===== src/rtl/switch_vc_arbiter_if.sv =====
// Handshake bundle between the VC arbiter, the four VC buffers and the
// 4:1 switch mux. The arbiter takes the master view; buffers and the
// downstream link side take the slave view.
interface switch_vc_arbiter_if;
    logic [3:0] req;
    logic [3:0] last;
    logic       out_ready;
    logic [1:0] sel;
    logic       oe;
    logic [3:0] gnt;
    logic       xfer;
    logic       busy;
    logic       timeout_err;

    modport master (
        input  req, last, out_ready,
        output sel, oe, gnt, xfer, busy, timeout_err
    );

    modport slave (
        output req, last, out_ready,
        input  sel, oe, gnt, xfer, busy, timeout_err
    );
endinterface


===== src/rtl/switch_vc_arbiter.sv =====
// Packet-granular round-robin arbiter for the 4:1 VC switch mux.
// A winning VC keeps the mux until its tail flit moves, or until the
// watchdog forces release after TIMEOUT cycles in GRANT.
//
// state | meaning
// ------+-------------------------------------------------------------
// IDLE  | no owner; registers the round-robin decision when req != 0
// GRANT | mux locked to sel until tail flit transfers or watchdog fires
module switch_vc_arbiter #(
    parameter int TIMEOUT = 64
) (
    input  logic                 clk,
    input  logic                 rst,
    switch_vc_arbiter_if.master  bus
);

    typedef enum logic {IDLE, GRANT} state_t;

    // Watchdog fires when the cycle counter reaches this value.
    localparam logic [7:0] TO_LAST = 8'(TIMEOUT - 1);

    state_t     state;
    logic [1:0] sel;
    logic       oe;
    logic [3:0] gnt;
    logic       busy;
    logic       timeout_err;
    logic [1:0] rr_ptr;
    logic [7:0] cyc_cnt;

    logic       xfer;
    logic       tail_xfer;
    logic [1:0] winner;
    logic [1:0] idx;
    logic       found;

    assign xfer      = busy & bus.req[sel] & bus.out_ready;
    assign tail_xfer = xfer & bus.last[sel];

    assign bus.sel         = sel;
    assign bus.oe          = oe;
    assign bus.gnt         = gnt;
    assign bus.busy        = busy;
    assign bus.xfer        = xfer;
    assign bus.timeout_err = timeout_err;

    // First requesting VC at or after rr_ptr, wrapping modulo 4.
    always_comb begin
        winner = rr_ptr;
        idx    = rr_ptr;
        found  = 1'b0;
        for (int i = 0; i < 4; i++) begin
            idx = rr_ptr + 2'(i);
            if (!found && bus.req[idx]) begin
                winner = idx;
                found  = 1'b1;
            end
        end
    end

    // Grant FSM with registered mux controls, round-robin pointer and watchdog.
    always_ff @(posedge clk or posedge rst) begin
        if (rst) begin
            state       <= IDLE;
            sel         <= 2'b00;
            oe          <= 1'b0;
            gnt         <= 4'b0000;
            busy        <= 1'b0;
            timeout_err <= 1'b0;
            rr_ptr      <= 2'd0;
            cyc_cnt     <= 8'd0;
        end else begin
            timeout_err <= 1'b0;
            case (state)
                IDLE: begin
                    if (|bus.req) begin
                        sel     <= winner;
                        gnt     <= 4'b0001 << winner;
                        oe      <= 1'b1;
                        busy    <= 1'b1;
                        cyc_cnt <= 8'd0;
                        state   <= GRANT;
                    end
                end
                GRANT: begin
                    if (cyc_cnt != 8'hFF) begin
                        cyc_cnt <= cyc_cnt + 8'd1;
                    end
                    // Tail transfer wins over the watchdog in the same cycle.
                    if (tail_xfer || (cyc_cnt == TO_LAST)) begin
                        state       <= IDLE;
                        oe          <= 1'b0;
                        gnt         <= 4'b0000;
                        busy        <= 1'b0;
                        rr_ptr      <= sel + 2'd1;
                        timeout_err <= ~tail_xfer;
                    end
                end
                default: state <= IDLE;
            endcase
        end
    end

endmodule


===== src/flat_wrapper.sv =====
// flat-port wrapper written by rule: the top's interface ports become plain ports
module switch_vc_arbiter_flat 
#(
    parameter int TIMEOUT = 64
)
  (clk, rst, bus_req, bus_last, bus_out_ready, bus_sel, bus_oe, bus_gnt, bus_xfer, bus_busy, bus_timeout_err);
  switch_vc_arbiter_if bus_i ();
  input  logic clk;
  input  logic rst;
  input wire logic [$bits(bus_i.req)-1:0] bus_req;
  input wire logic [$bits(bus_i.last)-1:0] bus_last;
  input wire logic [$bits(bus_i.out_ready)-1:0] bus_out_ready;
  output wire logic [$bits(bus_i.sel)-1:0] bus_sel;
  output wire logic [$bits(bus_i.oe)-1:0] bus_oe;
  output wire logic [$bits(bus_i.gnt)-1:0] bus_gnt;
  output wire logic [$bits(bus_i.xfer)-1:0] bus_xfer;
  output wire logic [$bits(bus_i.busy)-1:0] bus_busy;
  output wire logic [$bits(bus_i.timeout_err)-1:0] bus_timeout_err;
  assign bus_i.req = bus_req;
  assign bus_i.last = bus_last;
  assign bus_i.out_ready = bus_out_ready;
  assign bus_sel = bus_i.sel;
  assign bus_oe = bus_i.oe;
  assign bus_gnt = bus_i.gnt;
  assign bus_xfer = bus_i.xfer;
  assign bus_busy = bus_i.busy;
  assign bus_timeout_err = bus_i.timeout_err;
  switch_vc_arbiter #(.TIMEOUT(TIMEOUT)) u_core (.clk(clk), .rst(rst), .bus(bus_i));
endmodule

===== config.mk =====
export PLATFORM = sky130hd
export DESIGN_NAME = switch_vc_arbiter_flat
export DESIGN_NICKNAME = d
export VERILOG_FILES = /design/src/rtl/switch_vc_arbiter_if.sv /design/src/rtl/switch_vc_arbiter.sv /design/src/flat_wrapper.sv
export SDC_FILE = /design/constraint.sdc
export NUM_CORES = 1
export LEC_CHECK = 0
export ABC_AREA = 1
export CAP_MARGIN = 20
export CELL_PAD_IN_SITES_DETAIL_PLACEMENT = 2
export CELL_PAD_IN_SITES_GLOBAL_PLACEMENT = 2
export CORE_MARGIN = 2
export CORE_UTILIZATION = 29
export DETAILED_ROUTE_END_ITERATION = 16
export PLACE_DENSITY = 0.75
export SYNTH_ARGS = -nofsm -noshare
export SYNTH_HDL_FRONTEND = slang
export SYNTH_SLANG_ARGS = --single-unit
export TNS_END_PERCENT = 100

===== constraint.sdc =====
create_clock -name clk -period 1.9 [get_ports clk]
set_input_delay 0.57 -clock clk [delete_from_list [all_inputs] [get_ports clk]]
set_output_delay 0.57 -clock clk [all_outputs]
set_load 0.01 [all_outputs]

Word level (Yosys, flattened, before mapping)
Index checks and enable logic that the tools add are counted.
Widths: inputs -> output; s select.
Storage, ports and cells
  register bits after elaboration: 19
  latch bits: 0
  RAM bits: 0
  memory bits (read-only): 0
  output and inout bits: 10
  logic and storage cells: 72
  memories kept: 0
Operators by class
  add/subtract/negate cells: 5
  multiply operators: 0
  divide/modulo/power cells: 0
  magnitude comparators: 5
  equality and inequality tests: 5
  shift-type cells: 1
  muxes and demuxes: 32
  bitwise operators: 5
  reduce and logical (&&, ||, !) cells: 12
Operator list (count)
  $mux 8: 2
  $pmux 8 s2: 1
  $lt 2x3->1 const B: 5
  $mux 1: 15
  $bmux 1 s2: 6
  $add 8x1->8 const B: 1
  $eq 8x6->1 const B: 1
  $mux 4: 2
  $ne 8x8->1 const B: 1
  $pmux 4 s2: 1
  $reduce_and 2->1: 4
  $mux 2: 3
  $add 2x1->2 const B: 2
  $add 2x2->2 const B: 2
  $ne 2x2->1 const B: 2
  $pmux 1 s2: 2
  $reduce_or 4->1: 1
  $shl 1x2->4 const A: 1
  $and 1x1->1: 3
  $logic_and 1x1->1: 3
  $logic_not 1->1: 3
  $ne 2x1->1 const B: 1
  $not 1->1: 2
  $logic_or 1x1->1: 1

Longest topological paths before layout
Gate-level depths: netlist of the first run.
  word-level depth: 15
  mapped depth: 14
  mapped depth without buffers: 13

Worst setup path before layout of the first run
No wires, ideal clock.
  kind: in2reg
  start: in bus_req[1]
  end: reg u_core.rr_ptr[1]
  library setup time: 0.083 ns
  data arrival time: 1.439 ns
  data required time: 1.817 ns
  setup slack: 0.379 ns
  stages: 9
  cells stage by stage: nand2_1 > nand3_1 > nand3_1 > nor2_1 > and2_1 > nand2_2 > nand2_2 > o21ai_0 > o21ai_0
On the way
  word-level cells in the longest chain between the ends: 7
Ends and longest elaborated chain
  start, declared: line flat_wrapper.sv:10  | input wire logic [$bits(bus_i.req)-1:0] bus_req;
  $bmux 1 s2: line switch_vc_arbiter.sv:37  | assign xfer = busy & bus.req[sel] & bus.out_ready;
  $mux 1 (not written as such): line switch_vc_arbiter.sv:37
  $and 1x1->1 (2 in series): line switch_vc_arbiter.sv:37
  net bus_xfer: line flat_wrapper.sv:16  | output wire logic [$bits(bus_i.xfer)-1:0] bus_xfer;
  $and 1x1->1: line switch_vc_arbiter.sv:38  | assign tail_xfer = xfer & bus.last[sel];
  $logic_or 1x1->1: line switch_vc_arbiter.sv:90  | if (tail_xfer || (cyc_cnt == TO_LAST)) begin
  $reduce_and 2->1 (no line)
  end signal, assigned: line switch_vc_arbiter.sv:95  | rr_ptr <= sel + 2'd1;
  end, declared: line switch_vc_arbiter.sv:28  | logic [1:0] rr_ptr;
The timed path passes the listed nets, and every way through them passes these cells. The select of a mux whose other input is x is not followed.
A chain may end at the register's enable or synchronous reset.

Worst setup path in the final report of the first run
  start: in bus_req[3]
  end: reg u_core.rr_ptr[0]
On the way
  word-level cells in the longest chain between the ends: 7
Ends and longest elaborated chain (line)
  $bmux 1 s2: switch_vc_arbiter.sv:37
  $mux 1 (not written as such): switch_vc_arbiter.sv:37
  $and 1x1->1 (2 in series): switch_vc_arbiter.sv:37
  $and 1x1->1: switch_vc_arbiter.sv:38
  $logic_or 1x1->1: switch_vc_arbiter.sv:90
  $reduce_and 2->1 (no line)
No other way between the ends. The select of a mux whose other input is x is not followed.

==> results of run 1 <==
## sequential cells by signal, indices dropped and copies added, names as in the netlist
signal / flops
u_core.bus.oe: 1
u_core.state: 1
u_core.bus.timeout_err: 1
u_core.rr_ptr: 2
u_core.bus.sel: 2
u_core.cyc_cnt: 8
u_core.bus.gnt: 4
## routing by layer
layer  wire length (um)  track usage (%)  vias up  share of wire [%]
met4                165             6.17        0                2.7
li1                   -                -      738                  -
met3                162             2.35       18                2.6
met2               3310             39.5       40                 53
met1               2560             28.3      813                 41
met5                  0                0        -                  0
## where the power goes
group | total (mW) | leakage [nW] | switching [mW] | internal, mW
Combinational | 2.18 | 0.755 | 1.38 | 0.803
Sequential | 0.755 | 0.239 | 0.177 | 0.578
Clock | 0.320 | 0.0255 | 0.173 | 0.147
Total | 3.26 | 1.02 | 1.73 | 1.53
## area by class of cell
| type | count | area share (%) |
|---|---|---|
| multi-input combinational | 158 | 44.6 |
| sequential | 19 | 24.9 |
| timing repair buffer | 47 | 20.4 |
| inverter | 21 | 4.37 |
| tap | 52 | 3.39 |
| clock buffer | 3 | 2.15 |
| clock inverter | 1 | 0.261 |
## cell families (layout without fill, tap and decap cells)
| logic type | after synthesis | count (layout) | share of synthesized area [%] |
|---|---|---|---|
| AO/OA/AOI/OAI | 17 | 17 | 6.97 |
| XOR/XNOR | 4 | 4 | 2.57 |
| adder cells (fa/ha/maj) | 1 | 1 | 0.917 |
| buffers and inverters | 26 | 72 | 9.27 |
| flip-flops | 19 | 19 | 34.9 |
| AND/OR/NAND/NOR | 136 | 136 | 45.4 |
## cell usage in the layout, fill, tap and decap left out, types with 2 or more instances in the layout
master | synthesis | routed
nand3_2 | 1 | 4
nand2_2 | 7 | 12
clkbuf_8 | 0 | 3
xor2_1 | 4 | 4
o21ai_2 | 0 | 2
inv_1 | 17 | 13
nor2_1 | 13 | 11
dfrtp_1 | 19 | 18
nand2_1 | 82 | 74
o21ai_0 | 11 | 7
nand4_1 | 7 | 7
clkdlybuf4s50_1 | 0 | 12
nand2_4 | 3 | 5
nand3_1 | 18 | 15
inv_2 | 3 | 6
o21ai_1 | 0 | 2
o31ai_1 | 2 | 2
buf_4 | 1 | 27
dlygate4sd2_1 | 0 | 4
nor2_4 | 0 | 3
inv_4 | 1 | 2
## stage by stage
stage / hold WS [ns] / setup TNS, ns / setup WS [ns] / area, um^2 / utilization, %
2_1_floorplan: 0.473 / 0 / 0.379 / 1360 / -
3_3_place_gp: 0.489 / -4.52 / -0.590 / 1720 / 38.7
3_5_place_dp: 0.511 / -6.88 / -0.615 / 1720 / 38.7
4_1_cts: 0.532 / 0 / 0.0258 / 1830 / 41.1
5_1_grt: 0.609 / -0.757 / -0.161 / 1920 / 43.1
6_report: 0.559 / -0.212 / -0.123 / 1920 / 43.1
## how the worst min path moves through the flow
stage	start	to	slack, ns	depth (start not counted)
after global placement	u_core.cyc_cnt[1]$_DFFE_PP0P_	u_core.cyc_cnt[1]$_DFFE_PP0P_	0.49	2
after global routing	u_core.bus.gnt[3]$_DFFE_PP0P_	u_core.bus.gnt[3]$_DFFE_PP0P_	0.61	2
after detailed placement	u_core.cyc_cnt[1]$_DFFE_PP0P_	u_core.cyc_cnt[1]$_DFFE_PP0P_	0.51	2
final	u_core.cyc_cnt[3]$_DFFE_PP0P_	u_core.cyc_cnt[3]$_DFFE_PP0P_	0.56	2
after CTS	u_core.cyc_cnt[1]$_DFFE_PP0P_	u_core.cyc_cnt[1]$_DFFE_PP0P_	0.53	2
after floorplan	u_core.cyc_cnt[3]$_DFFE_PP0P_	u_core.cyc_cnt[3]$_DFFE_PP0P_	0.47	2
## worst max-delay path: cells and delay by family
family,cells,cell delay [ns]
compound gates,2,0.40
simple gates,6,0.58
buf+inv,4,0.65
## what timing repair did
action                                  in CTS  in global routing
pin swaps                                    4                  7
gates cloned                                 0                  0
resized for setup                           18                 30
endpoints found under the setup margin      18                 20
hold endpoints to repair                     0                  0
buffers inserted                             7                  2
==> impl_metrics.py, run 1 <==
metrics = {
    "critical_path": {
        "crit_fanout": 6,
        "crit_slowest_cell": "dlygate4sd2_1",
        "crit_end": "u_core.rr_ptr[0]$_DFFE_PP0P_",
        "reg2reg_to": "u_core.rr_ptr[0]$_DFFE_PP0P_",
        "cp.required_ns": 2.07,
        "cp.arrival_ns": 2.20,
        "r2r_cells": 12,
        "worstReg2RegStart": "u_core.bus.sel[0]$_DFFE_PP0P_",
        "critPathMaxStageDelay_ns": 0.27,
        "critical_path.startpoint": "bus_req[3]",
        "path_class": "input pin to register",
        "crit_chain": "dlygate4sd2_1 > nand2_1 > nand2_1 > a21oi_2 > nor2_2 > buf_4 > buf_4 > buf_4 > and2_4 > nand2_8 > nand2_4 > o21ai_0",
        "reg2reg_slack_ns": -0.06,
        "start_kind": "input pin",
        "endpoint_kind": "register",
        "cpMostUsedCell": "buf_4",
    },
    "logic_synthesis": {
        "yosysTopAreaCell": "dfrtp_1",
        "synth_area_leaders": "dfrtp_1 35%, nand2_1 23%, nand3_1 6.6%, inv_1 4.7%, o21ai_0 4.0%",
        "avgSynthCellArea_um2": 6.72,
        "yosysMostFrequentCell": "nand2_1",
        "synth_fp_nets": 215,
        "synth_cell_type_count": 25,
        "ys.flop_type": "dfrtp_1",
        "ys_warn_count": 0,
        "syn_area_mm2": 0.00136,
        "synthCells": 203,
        "synth.top_cell.area_share_pct": 34.9,
        "yosysSeqAreaShare_pct": 34.9,
        "synth_edf_count": 0,
        "synthArstFlopShare_pct": 100,
        "synth-seq-cells": 19,
        "synth_top_cells_by_count": "82 x nand2_1, 19 x dfrtp_1, 18 x nand3_1",
    },
    "sta": {
        "max_freq_mhz": 494,
        "fin_ws_ns": -0.123,
        "fin_crit_sh_pct": 106,
        "hold_violations": 0,
        "period_minus_slack_ns": 2.02,
        "drv_slew": 0,
        "fin_skew_ns": 0.0125,
        "relSlewSlack_pct": 68.2,
        "worst_slew_pin_slew_ns": 0.476,
        "grt_setup_unrepaired": "yes",
        "setup_violations": 3,
    },
    "clocking": {
        "cts_tree": "built",
        "clock_sinks": 19,
        "postCtsHoldBufs": 0,
        "clk_pin_slew_worst_paths_ns": 0.09,
        "cts-root-buf": "clkbuf_8",
        "cts_buffers": 3,
        "clock_path_buffers": 2,
        "htree_levels": 1,
        "clk-insertion-delay-late_ns": 0.28,
    },
    "final_layout": {
        "final_cell_count_no_fill": 301,
        "seq_area_um2": 477,
        "syn_to_final_growth_pct": 40.6,
        "drive_gt1_share_pct": 29.3,
        "fill_cells": 528,
        "final_nets": 262,
        "multiInputGateArea_um2": 855,
        "insertedDiodeCount": 0,
    },
    "placed_design": {
        "gp_congestion": 0.788,
        "dp.final_hpwl_um": 3720,
        "place_inst": 288,
        "port_buffers": 20,
    },
    "min_path": {
        "hp-class": "register to register",
    },
    "power_and_ir_drop": {
        "peakVddDrop_mv": 0.804,
        "power_leakage_nw": 1.02,
        "power_density_mw_per_mm2": 1700,
        "total_power_mw": 3.26,
    },
    "die": {
        "std_cell_rows": 24,
        "start_util_pct": 30.7,
        "die_h_um": 72.6,
        "die_area_mm2": 0.00527,
        "core_area_mm2": 0.00444,
        "io_pins": 21,
        "die-width_um": 72.6,
    },
    "drt": {
        "drc": 0,
        "routed_wl_um": 6200,
        "via_per_inst": 5.35,
        "routedWlPerCell_um": 20.6,
        "via_count": 1609,
        "drt_iter0_markers": 72,
        "firstDrtPassIters": 4,
        "ant_nets": 0,
    },
    "global_routing": {
        "grt_max_degree": 20,
        "antenna_found_initial": 0,
        "grt_usage_pct": 22.1,
        "grt_pass1_vias": 1756,
        "grt_pass1_wl_um": 8980,
        "overflow": 0,
    },
    "run": {
        "drv_cap": 0,
    },
    "status": {
        "status": "finished with violations",
        "violations": "negative setup slack",
    },
}
Power figures use the tool's default switching activity.
==> run 2, diff against run 1 <==
Settings changed: CAP_MARGIN 20 to 15.
==> results of run 2 <==
Same layout as run 1: the final DEF is identical, and so are final timing and power.
